## src/rtl/axi_read_arbiter.sv

```systemverilog
// axi_read_arbiter: shares one AXI4-Lite read port between two requesters, one transaction at a time
module axi_read_arbiter #(
   parameter int ADDR_WIDTH = 32,
   parameter bit FIXED_PRIO = 1'b0
) (
   input  logic                  clk,
   input  logic                  reset,
   input  logic                  s0_arvalid,
   output logic                  s0_arready,
   input  logic [ADDR_WIDTH-1:0] s0_araddr,
   input  logic [2:0]            s0_arprot,
   output logic                  s0_rvalid,
   input  logic                  s0_rready,
   output logic [31:0]           s0_rdata,
   output logic [1:0]            s0_rresp,
   input  logic                  s1_arvalid,
   output logic                  s1_arready,
   input  logic [ADDR_WIDTH-1:0] s1_araddr,
   input  logic [2:0]            s1_arprot,
   output logic                  s1_rvalid,
   input  logic                  s1_rready,
   output logic [31:0]           s1_rdata,
   output logic [1:0]            s1_rresp,
   output logic                  m_arvalid,
   input  logic                  m_arready,
   output logic [ADDR_WIDTH-1:0] m_araddr,
   output logic [2:0]            m_arprot,
   input  logic                  m_rvalid,
   output logic                  m_rready,
   input  logic [31:0]           m_rdata,
   input  logic [1:0]            m_rresp,
   output logic                  busy,
   output logic                  grant
);
   typedef enum logic [1:0] {IDLE = 2'd0, ADDR = 2'd1, DATA = 2'd2} state_t;
   state_t                state_q, state_d;
   logic                  m_arvalid_q, m_arvalid_d;
   logic [ADDR_WIDTH-1:0] m_araddr_q, m_araddr_d;
   logic [2:0]            m_arprot_q, m_arprot_d;
   logic                  grant_q, grant_d;
   logic                  last_grant_q, last_grant_d;
   logic                  sel, in_idle, in_data, win_rready;
   // winner selection: a tie goes to s1 under fixed priority, else away from the last winner
   always_comb begin
      sel        = (s0_arvalid & s1_arvalid) ? (FIXED_PRIO ? 1'b1 : ~last_grant_q) : s1_arvalid;
      in_idle    = state_q == IDLE;
      in_data    = state_q == DATA;
      win_rready = grant_q ? s1_rready : s0_rready;
   end
   // state and latched request registers; last_grant starts at 1 so s0 wins the first tie
   always_ff @(posedge clk or negedge reset) begin
      if (!reset) begin
         state_q      <= IDLE;
         m_arvalid_q  <= 1'b0;
         m_araddr_q   <= '0;
         m_arprot_q   <= '0;
         grant_q      <= 1'b0;
         last_grant_q <= 1'b1;
      end else begin
         state_q      <= state_d;
         m_arvalid_q  <= m_arvalid_d;
         m_araddr_q   <= m_araddr_d;
         m_arprot_q   <= m_arprot_d;
         grant_q      <= grant_d;
         last_grant_q <= last_grant_d;
      end
   end
   // next state: accept in IDLE, hand the address over in ADDR, wait for the beat in DATA
   always_comb begin
      state_d      = state_q;
      m_arvalid_d  = m_arvalid_q;
      m_araddr_d   = m_araddr_q;
      m_arprot_d   = m_arprot_q;
      grant_d      = grant_q;
      last_grant_d = last_grant_q;
      if (in_idle && (s0_arvalid || s1_arvalid)) begin
         state_d     = ADDR;
         m_arvalid_d = 1'b1;
         m_araddr_d  = sel ? s1_araddr : s0_araddr;
         m_arprot_d  = sel ? s1_arprot : s0_arprot;
         grant_d     = sel;
      end else if (state_q == ADDR && m_arready) begin
         state_d     = DATA;
         m_arvalid_d = 1'b0;
      end else if (in_data && m_rvalid && win_rready) begin
         state_d      = IDLE;
         last_grant_d = grant_q;
      end
   end
   // outputs: handshakes only in IDLE, read beat routed to the winner only during DATA
   always_comb begin
      s0_arready = in_idle & s0_arvalid & ~sel;
      s1_arready = in_idle & s1_arvalid & sel;
      m_rready   = in_data & win_rready;
      s0_rvalid  = in_data & ~grant_q & m_rvalid;
      s1_rvalid  = in_data & grant_q & m_rvalid;
      s0_rdata   = (in_data & ~grant_q) ? m_rdata : '0;
      s1_rdata   = (in_data & grant_q) ? m_rdata : '0;
      s0_rresp   = (in_data & ~grant_q) ? m_rresp : '0;
      s1_rresp   = (in_data & grant_q) ? m_rresp : '0;
      m_arvalid  = m_arvalid_q;
      m_araddr   = m_araddr_q;
      m_arprot   = m_arprot_q;
      busy       = ~in_idle;
      grant      = grant_q;
   end
endmodule

```

## config.mk

```make
export PLATFORM = sky130hd
export DESIGN_NAME = axi_read_arbiter
export DESIGN_NICKNAME = d
export VERILOG_FILES = /design/src/rtl/axi_read_arbiter.sv
export SDC_FILE = /design/constraint.sdc
export NUM_CORES = 1
export LEC_CHECK = 0
export ABC_AREA = 1
export CAP_MARGIN = 20
export CORE_MARGIN = 3
export CORE_UTILIZATION = 29
export CTS_BUF_LIST = sky130_fd_sc_hd__clkbuf_8
export DETAILED_ROUTE_END_ITERATION = 16
export PLACE_DENSITY_LB_ADDON = 0.08
export SYNTH_ARGS = -nofsm -noshare
export SYNTH_HDL_FRONTEND = slang
export SYNTH_SLANG_ARGS = --single-unit
```

## constraint.sdc

```tcl
create_clock -name clk -period 1.52 [get_ports clk]
set_clock_uncertainty 0.05 [all_clocks]
set_input_delay 0.456 -clock clk [delete_from_list [all_inputs] [get_ports clk]]
set_output_delay 0.456 -clock clk [all_outputs]
set_load 0.01 [all_outputs]
```

==> results.md, run 1 <==
- Status: finished with violations
- Failing checks: setup timing
- Placed cell count: 741
- Drt pass-1 iters: 4
- # DRC: 0
- Pwr dens: 1420 mW/mm^2
- Nets: 774
- Cts hold-fix bufs: 0
- First-pass GRT wire length: 16.0 mm
- Area of the multi-input gates: 0.00168 mm^2
- Routed vias: 3463
- Post-synth cell types: 17
- Clock insertion delay at the later pin of the skew report: 0.28 ns
- Final core occ: 68.6%
- GR Util All Layers: 19.8%
- H-tree lvl count: 2
- Max Slew Vio Count: 0
- Setup_tns: -26.12 ns
- Rows: 33
- Setup CP Type: reg -> out
- CTS tree: built
- Initial antenna violation count: 0
- Routed WL: 11.5 mm
- HP Class: in -> async
- Gate Count Post-Synth: 413
- Detail Route Antenna Nets: 0
- Maximum VDD drop: 0.621 mV
- Post-route setup slack: -0.400 ns
- Starting density of the core: 30.4%
- Clk root buf: clkbuf_8
- Peak Freq: 0.521 GHz
- Min Tclk post-route: 1.92 ns
- Switching portion of total power: 41.2%
- Avg Vias per Cell: 4.51
- # clock sinks: 40
- Vias in the first global route: 3061
- DR top layer: met4
- Die area: 0.00991 mm^2
- WL/cell: 15.0 um
- Slew @ Worst Pin: 0.476 ns
- IO buf count: 222
- Met2 Routed Length: 5.95 mm
- Final Setup Violations: 96
- Cell area after layout: 0.00572 mm^2
- Share of cells above drive strength 1: 32.7%
- Largest net degree at the start of global routing: 36
- Syn Std Cell Area: 0.00254 mm^2
- Horiz. Die Dim: 99.5 um
- Fin cells: 768
- Synthesized Nets: 525
- DP Area: 0.00498 mm^2
- Clock share of power: 11.6%
- N_diodes: 0
- Period utilisation layout: 126%
- Drt initial violations: 62
- Die Ht: 99.5 um
- Sequential area share after synthesis: 39.5%
- Crit-path max FO: 8
- Max cap viols: 0
- Clock buffer depth: 2
- GR Overflow Total: 0
- Pre-CTS setup slack: -0.875 ns
- Synthesized flop and latch total: 40
- Area of the core: 0.00834 mm^2
- Worst r2r dst: m_araddr[14]
- Pleak: 3.02 nW
- Met1 wire length: 4.58 mm
- Yosys warning total: 0
- Post-Synthesis Mean Instance Area: 6.14 um^2
- Reg2reg setup slack: -0.05 ns
- GP Congestion: 0.754
- Critical Path RT: 1.01 ns
- RSZ-0062 raised after global routing: true
- FF-to-FF Start: state_q[1]
- DP HPWL: 7.82 mm
- Startpoint Class: flop
- Seq pwr share: 22.9%
- NetSw: 0.00335 W
- Setup crit end kind: primary output
- # IOs: 223
- Met3 wire length: 844 um
- Rel. slew slack: 68.3%
- Reg clk slew, reported paths: 0.07 ns
- Worst R2R Path Depth: 10
- FF/Latch Area: 0.00100 mm^2
- FILL cells: 687
- Hold Violations, Final: 0
- CTS Buf Count: 5
- Int Pwr: 0.00478 W
- Crit path DAT: 1.41 ns
- Area grow syn2layout: 125%
- Combinational share of power: 65.4%
## sequential cells by signal, summed over array words and instances (netlist names)
name / flops
m_arprot: 3
grant: 1
m_arvalid: 1
m_araddr: 32
state_q: 2
last_grant_q: 1
## Yosys cell counts
master	instances	area (um^2)
a21oi_1	1	5.00
buf_2	12	60.1
buf_4	6	45.0
buf_6	4	45.0
clkbuf_1	1	3.75
dfrtp_1	39	976
dfstp_2	1	26.3
inv_1	40	150
inv_2	1	3.75
nand2_1	190	713
nand2_2	1	6.26
nand2_4	1	11.3
nand3_1	37	185
nor2_1	75	282
nor2_2	2	12.5
o21ai_0	1	5.00
o21bai_1	1	7.51
## worst max-delay path, cell delays in order, from the launching register on
cell	delay, ns
dfrtp_1	0.39
inv_2	0.07
nand2_2	0.07
clkinv_4	0.09
nand2_8	0.09
clkbuf_16	0.19
nor2_2	0.08
buf_2	0.14
## stage by stage
stage / power [W] / hold slack (ns)
floorplan: 0.00377 / 0.110
global placement: 0.00626 / 0.378
detailed placement: 0.00630 / 0.388
CTS: 0.00701 / 0.0768
global route: 0.00869 / 0.0860
finish: 0.00813 / 0.0669
## layer usage
metal  vias up  GRT usage (%)
met5         -              0
met4         0           3.89
li1       1727              -
met1      1589           26.2
met3        15           4.98
met2       132           33.1
## layout make-up
cell class | count | share of cell area (%)
Sequential cell | 40 | 17.5
Inverter | 41 | 2.91
Timing Repair Buffer | 265 | 45.7
Clock buffer | 7 | 1.68
Multi-Input combinational cell | 309 | 29.4
Tap cell | 105 | 2.30
Clock inverter | 1 | 0.525
## power by group through the flow
stage                     clock (W)  sequential, W  combinational [W]
after global routing        0.00101        0.00192            0.00576
final                      0.000946        0.00186            0.00532
after floorplan                   0        0.00207            0.00170
after CTS                  0.000967        0.00184            0.00421
after detailed placement          0        0.00185            0.00445
after global placement            0        0.00185            0.00441
## layout by cell type, fill, tap and decap left out, types with 14 or more instances in the layout
cell             count
nand2_1            172
nor2_4              40
nand3_1             37
nand2_2             14
clkdlybuf4s50_1    106
inv_1               36
buf_2               37
buf_6               48
buf_4               19
dlygate4sd2_1       35
nor2_1              14
nor2_2              23
dfrtp_1             39
## logic make-up (layout without fill, tap and decap cells)
logic type	after synthesis	in the layout	synth area share (%)
buf+inv	64	314	12.1
compound gates	3	3	0.690
flops	40	40	39.5
simple gates	306	306	47.7
## how the worst max path moves through the flow
stage               startpoint      endpoint  slack (ns)  depth (start not counted)
global route        state_q[0]  s0_rdata[20]       -0.48                          7
finish              state_q[0]   s0_rdata[4]       -0.40                          7
CTS                 state_q[0]   s1_rresp[1]       -0.39                          7
global placement    s0_arvalid    s0_arready       -0.84                          6
detailed placement  s0_arvalid    s0_arready       -0.88                          6
floorplan           state_q[0]   s1_rdata[0]       -0.03                          6
## timing repair
item	4_1_cts	5_1_grt
gates cloned	1	7
setup endpoints to repair	150	116
pin swaps	3	9
buffers inserted	7	7
resized for setup	374	162
Note: power is estimated with default switching activity, not from simulation.
==> run 2, diff against run 1 <==
--- a/config.mk
+++ b/config.mk
@@ -7,11 +7,14 @@
 export LEC_CHECK = 0
 export ABC_AREA = 1
 export CAP_MARGIN = 20
+export CORE_ASPECT_RATIO = 0.7
 export CORE_MARGIN = 3
 export CORE_UTILIZATION = 29
 export CTS_BUF_LIST = sky130_fd_sc_hd__clkbuf_8
 export DETAILED_ROUTE_END_ITERATION = 16
+export GPL_TIMING_DRIVEN = 0
 export PLACE_DENSITY_LB_ADDON = 0.08
+export SKIP_LAST_GASP = 1
 export SYNTH_ARGS = -nofsm -noshare
 export SYNTH_HDL_FRONTEND = slang
 export SYNTH_SLANG_ARGS = --single-unit
==> results.md, run 2 (synthesized netlist as in run 1, its figures left out) <==
- Rel. slew slack: 69.6%
- Post-route setup slack: -0.393 ns
- DP Area: 0.00492 mm^2
- Crit-path max FO: 10
- Crit-path cells: nand2_4 -> clkinv_8 -> nand2_8 -> buf_8 -> nor2_1 -> buf_2
- RSZ-0062 raised after global routing: true
- Slowest CP cell: dfrtp_1
- Crit path DAT: 1.41 ns
- Max FFs per register: 32
- Pleak: 2.94 nW
- Setup_tns: -25.30 ns
- CTS tree: built
- Avg Vias per Cell: 4.37
- Vias in the first global route: 3216
- Nets: 782
- Reg clk slew, reported paths: 0.08 ns
- First-pass GRT wire length: 18.0 mm
- Most frequent cells in the layout: nand2_1 (184), clkdlybuf4s50_1 (106), buf_2 (51)
- Pre-CTS setup slack: -1.23 ns
- IO buf count: 221
- Clk root buf: clkbuf_8
- GR Overflow Total: 0
- # clock sinks: 40
- Share of cells above drive strength 1: 29.9%
- Commonest non-fill, non-tap cell in the layout: nand2_1
- Min Tclk post-route: 1.91 ns
- Total Power: 0.00738 W
- Area grow syn2layout: 116%
- Hold depth: 2
- Routed WL: 11.8 mm
- Status: finished with violations
- Routed vias: 3440
- Maximum VDD drop: 0.563 mV
- Largest net degree at the start of global routing: 37
- DP HPWL: 8.86 mm
- Clock buffer depth: 2
- Starting density of the core: 31.0%
- Critical Path RT: 1.01 ns
- Setup CP Type: reg -> out
- # DRC: 0
- Detail Route Antenna Nets: 0
- WL/cell: 15.1 um
- Failing checks: setup timing
- Die Ht: 84.3 um
- Critical path's largest stage delay: 0.44 ns
- Cell area after layout: 0.00547 mm^2
- CTS Buf Count: 5
- Rows: 27
- Area of the core: 0.00818 mm^2
- Max Slew Vio Count: 0
- Worst R2R Path Depth: 9
- Die area: 0.00993 mm^2
- Drt initial violations: 170
- Peak Freq: 0.523 GHz
- GP Congestion: 0.849
- H-tree lvl count: 2
- CP bufs+invs: 3
- HP Class: reg -> reg
- # IOs: 223
- Cell family with most CP delay: flip-flops
- Slew @ Worst Pin: 0.457 ns
- Initial antenna violation count: 0
- Setup crit end kind: primary output
- GR Util All Layers: 22.3%
- Drt pass-1 iters: 5
- Final Setup Violations: 74
- Startpoint Class: flop
- Critical path depth: 6
- Horiz. Die Dim: 118 um
- Max cap viols: 0
- Hold Violations, Final: 0
- Clock insertion delay at the later pin of the skew report: 0.29 ns
- Pwr dens: 1350 mW/mm^2
- Period utilisation layout: 126%
run 2: cell types whose count changed in the layout (fill, tap and decap cells not counted), sizes merged:
| cell | previous run | this run |
|---|---|---|
| diode | 0 | 1 |
| clkinv | 1 | 2 |
| nand2 | 192 | 194 |
| clkbuf | 13 | 6 |
| dlygate4sd3 | 0 | 1 |
| buf | 113 | 123 |
| dlygate4sd2 | 35 | 33 |
| clkdlybuf4s15 | 5 | 7 |
| bufinv | 1 | 0 |
| clkinvlp | 0 | 1 |
run 2: stage by stage:
| stage | hold WS (ns) | utilization [%] | std cells |
|---|---|---|---|
| 2_1_floorplan | 0.110 | - | 413 |
| 3_3_place_gp | 0.411 | 60.0 | 750 |
| 3_5_place_dp | 0.245 | 60.2 | 751 |
| 4_1_cts | 0.430 | 61.2 | 781 |
| 5_1_grt | 0.442 | 66.9 | 786 |
| 6_report | 0.426 | 66.9 | 787 |
run 2: layout make-up:
type                       count  area (um^2)
fill                         737         2710
timing repair buffer         248         2240
multi-input combinational    311         1610
sequential                    40         1000
buffer                        23          225
inverter                      41          169
tap                          116          145
clock buffer                   5         68.8
clock inverter                 2         12.5
antenna                        1         2.50
run 2: worst paths after layout:
check                              from           end  slack (ns)
setup / recovery             state_q[1]  s0_rdata[20]       -0.39
hold / removal             m_araddr[12]  m_araddr[12]        0.43
setup reg to reg                  grant    state_q[0]        0.02
hold reg to reg            m_araddr[12]  m_araddr[12]        0.43
max in group asynchronous         reset  last_grant_q        0.45
min in group asynchronous         reset  m_araddr[18]        0.47
run 2: per-layer routing:
metal / vias up / global-route usage (%) / wire length, um
met2: 135 / 39.0 / 5870
met5: - / 0 / 0
met4: 0 / 3.30 / 144
met1: 1554 / 28.0 / 4950
met3: 8 / 6.60 / 882
li1: 1743 / - / -
run 2: worst min-delay path, stage by stage, from the launching register on:
cell and delay [ns]:
dfrtp_1 0.34, nand2_1 0.05, nand2_1 0.05
run 2: what timing repair did:
item                                    4_1_cts  5_1_grt
resized for setup                           406      107
hold buffers                                  1        0
gates cloned                                  6        0
hold endpoints to repair                      4        0
endpoints found under the setup margin      141       89
pin swaps                                     5        4
buffers inserted                             16        5
run 2: power breakdown:
part           leakage (nW)  internal [W]  total [W]  switching, W
logic                  2.40       0.00225    0.00482       0.00257
clock network        0.0400      0.000311   0.000691      0.000380
registers             0.494       0.00158    0.00186      0.000284
total                  2.94       0.00414    0.00738       0.00324
==> run 3, diff against run 2 <==
--- a/config.mk
+++ b/config.mk
@@ -7,7 +7,7 @@
 export LEC_CHECK = 0
 export ABC_AREA = 1
 export CAP_MARGIN = 20
-export CORE_ASPECT_RATIO = 0.7
+export CORE_ASPECT_RATIO = 0.6
 export CORE_MARGIN = 3
 export CORE_UTILIZATION = 29
 export CTS_BUF_LIST = sky130_fd_sc_hd__clkbuf_8
==> results.md, run 3 (synthesized netlist as in run 1, its figures left out) <==
- Starting density of the core: 31.0%
- Max Slew Vio Count: 0
- Die Ht: 78.5 um
- Clock insertion delay at the later pin of the skew report: 0.30 ns
- GP Congestion: 0.864
- Rows: 25
- # DRC: 0
- Crit path DAT: 1.48 ns
- Setup crit end kind: primary output
- Pre-CTS setup slack: -1.23 ns
- GR Util All Layers: 22.5%
- Pwr dens: 1380 mW/mm^2
- Routed WL: 12.1 mm
- Drt pass-1 iters: 4
- IO buf count: 221
- Hold Violations, Final: 0
- Clock buffer depth: 2
- Post-route setup slack: -0.464 ns
- Max FFs per register: 32
- First-pass GRT wire length: 17.8 mm
- H-tree lvl count: 2
- Min Tclk post-route: 1.98 ns
- Avg Vias per Cell: 4.50
- CTS Buf Count: 5
- Horiz. Die Dim: 127 um
- Commonest non-fill, non-tap cell in the layout: nand2_1
- Hold depth: 2
- WHS: 0.428 ns
- Largest net degree at the start of global routing: 37
- Crit-path max FO: 7
- DP HPWL: 8.75 mm
- Slew @ Worst Pin: 0.434 ns
- N_diodes: 0
- Routed vias: 3521
- GR Overflow Total: 0
- Critical Path RT: 1.01 ns
- # clock sinks: 40
- Period utilisation layout: 131%
- Hold endpoint: m_araddr[28]
- Vias in the first global route: 3181
- Min-delay src: m_araddr[28]
- Most frequent cells in the layout: nand2_1 (186), clkdlybuf4s50_1 (106), buf_2 (48)
- Setup CP Type: reg -> out
- Area of the core: 0.00820 mm^2
- Clk root buf: clkbuf_8
- Initial antenna violation count: 0
- CTS tree: built
- Worst R2R Path Depth: 9
- Maximum VDD drop: 0.631 mV
- FF-to-FF Start: state_q[0]
- Peak Freq: 0.504 GHz
- Final Setup Violations: 75
- WL/cell: 15.5 um
- Max cap viols: 0
- Area grow syn2layout: 120%
- Detail Route Antenna Nets: 0
- Reg2reg setup slack: 0.04 ns
- Reg clk slew, reported paths: 0.09 ns
- Status: finished with violations
- Worst r2r dst: state_q[0]
- Drt initial violations: 139
- Failing checks: setup timing
- HP Class: reg -> reg
- # IOs: 223
- Startpoint Class: flop
- Rel. slew slack: 71.1%
- Die area: 0.00994 mm^2
- Pleak: 2.98 nW
- Nets: 785
- RSZ-0062 raised after global routing: true
- Share of cells above drive strength 1: 30.1%
[run 3: metrics by stage]
step	total power [W]	util [%]	instances	cell area [um^2]	TNS, ns
3_3_place_gp	0.00604	59.8	742	4900	-103.99
3_5_place_dp	0.00613	60.0	743	4910	-62.43
4_1_cts	0.00709	61.2	773	5010	-28.38
5_1_grt	0.00831	68.2	782	5590	-34.23
6_report	0.00772	68.2	782	5590	-28.29
2_1_floorplan	0.00377	-	413	2550	-1.64
[run 3: cell type report]
type / count / area (um^2)
plain buffers: 23 / 230
clock buffers: 5 / 68.8
well taps: 108 / 135
clock inverters: 3 / 46.3
inverters: 41 / 169
fillers: 716 / 2610
flip-flops and latches: 40 / 1000
repair buffers: 251 / 2340
multi-input cells: 311 / 1600
[run 3: worst max-delay path by stage]
stage / depth (start not counted) / to / slack (ns) / startpoint
4_1_cts: 7 / s0_rdata[25] / -0.43 / state_q[0]
5_1_grt: 7 / s0_rdata[14] / -0.54 / state_q[0]
3_5_place_dp: 7 / s0_arready / -1.23 / s0_arvalid
3_3_place_gp: 7 / s0_arready / -1.24 / s0_arvalid
2_1_floorplan: 6 / s1_rdata[0] / -0.03 / state_q[0]
6_report: 7 / s0_rdata[14] / -0.46 / state_q[0]
[run 3: metal layers]
layer  wire length [um]  share of wire [%]  global-route usage, %  vias up
li1                   -                  -                      -     1751
met1               5300                 44                   30.9     1624
met4                170                1.4                   5.25        0
met3                868                7.2                   5.10       14
met5                  0                  0                      0        -
met2               5790                 48                   36.2      132
[run 3: worst max-delay path: stages, from the launching register on]
cell	delay (ns)
dfrtp_1	0.41
inv_2	0.09
nand2_4	0.07
clkinv_8	0.09
nand2_8	0.09
clkbuf_16	0.17
nor2_1	0.10
buf_2	0.15
[run 3: repair_timing]
action / in CTS / in global routing
endpoints found under the setup margin: 140 / 119
gates resized for setup: 411 / 131
setup buffers: 14 / 9
hold buffers: 1 / 0
gates cloned: 8 / 2
pin swaps: 5 / 4
endpoints found under the hold margin: 4 / 0
[run 3: where the power goes]
| part | leakage (nW) | total (W) | switching (W) | internal, W |
|---|---|---|---|---|
| clock network | 0.0548 | 0.000907 | 0.000412 | 0.000495 |
| logic | 2.43 | 0.00493 | 0.00259 | 0.00234 |
| registers | 0.494 | 0.00189 | 0.000310 | 0.00158 |
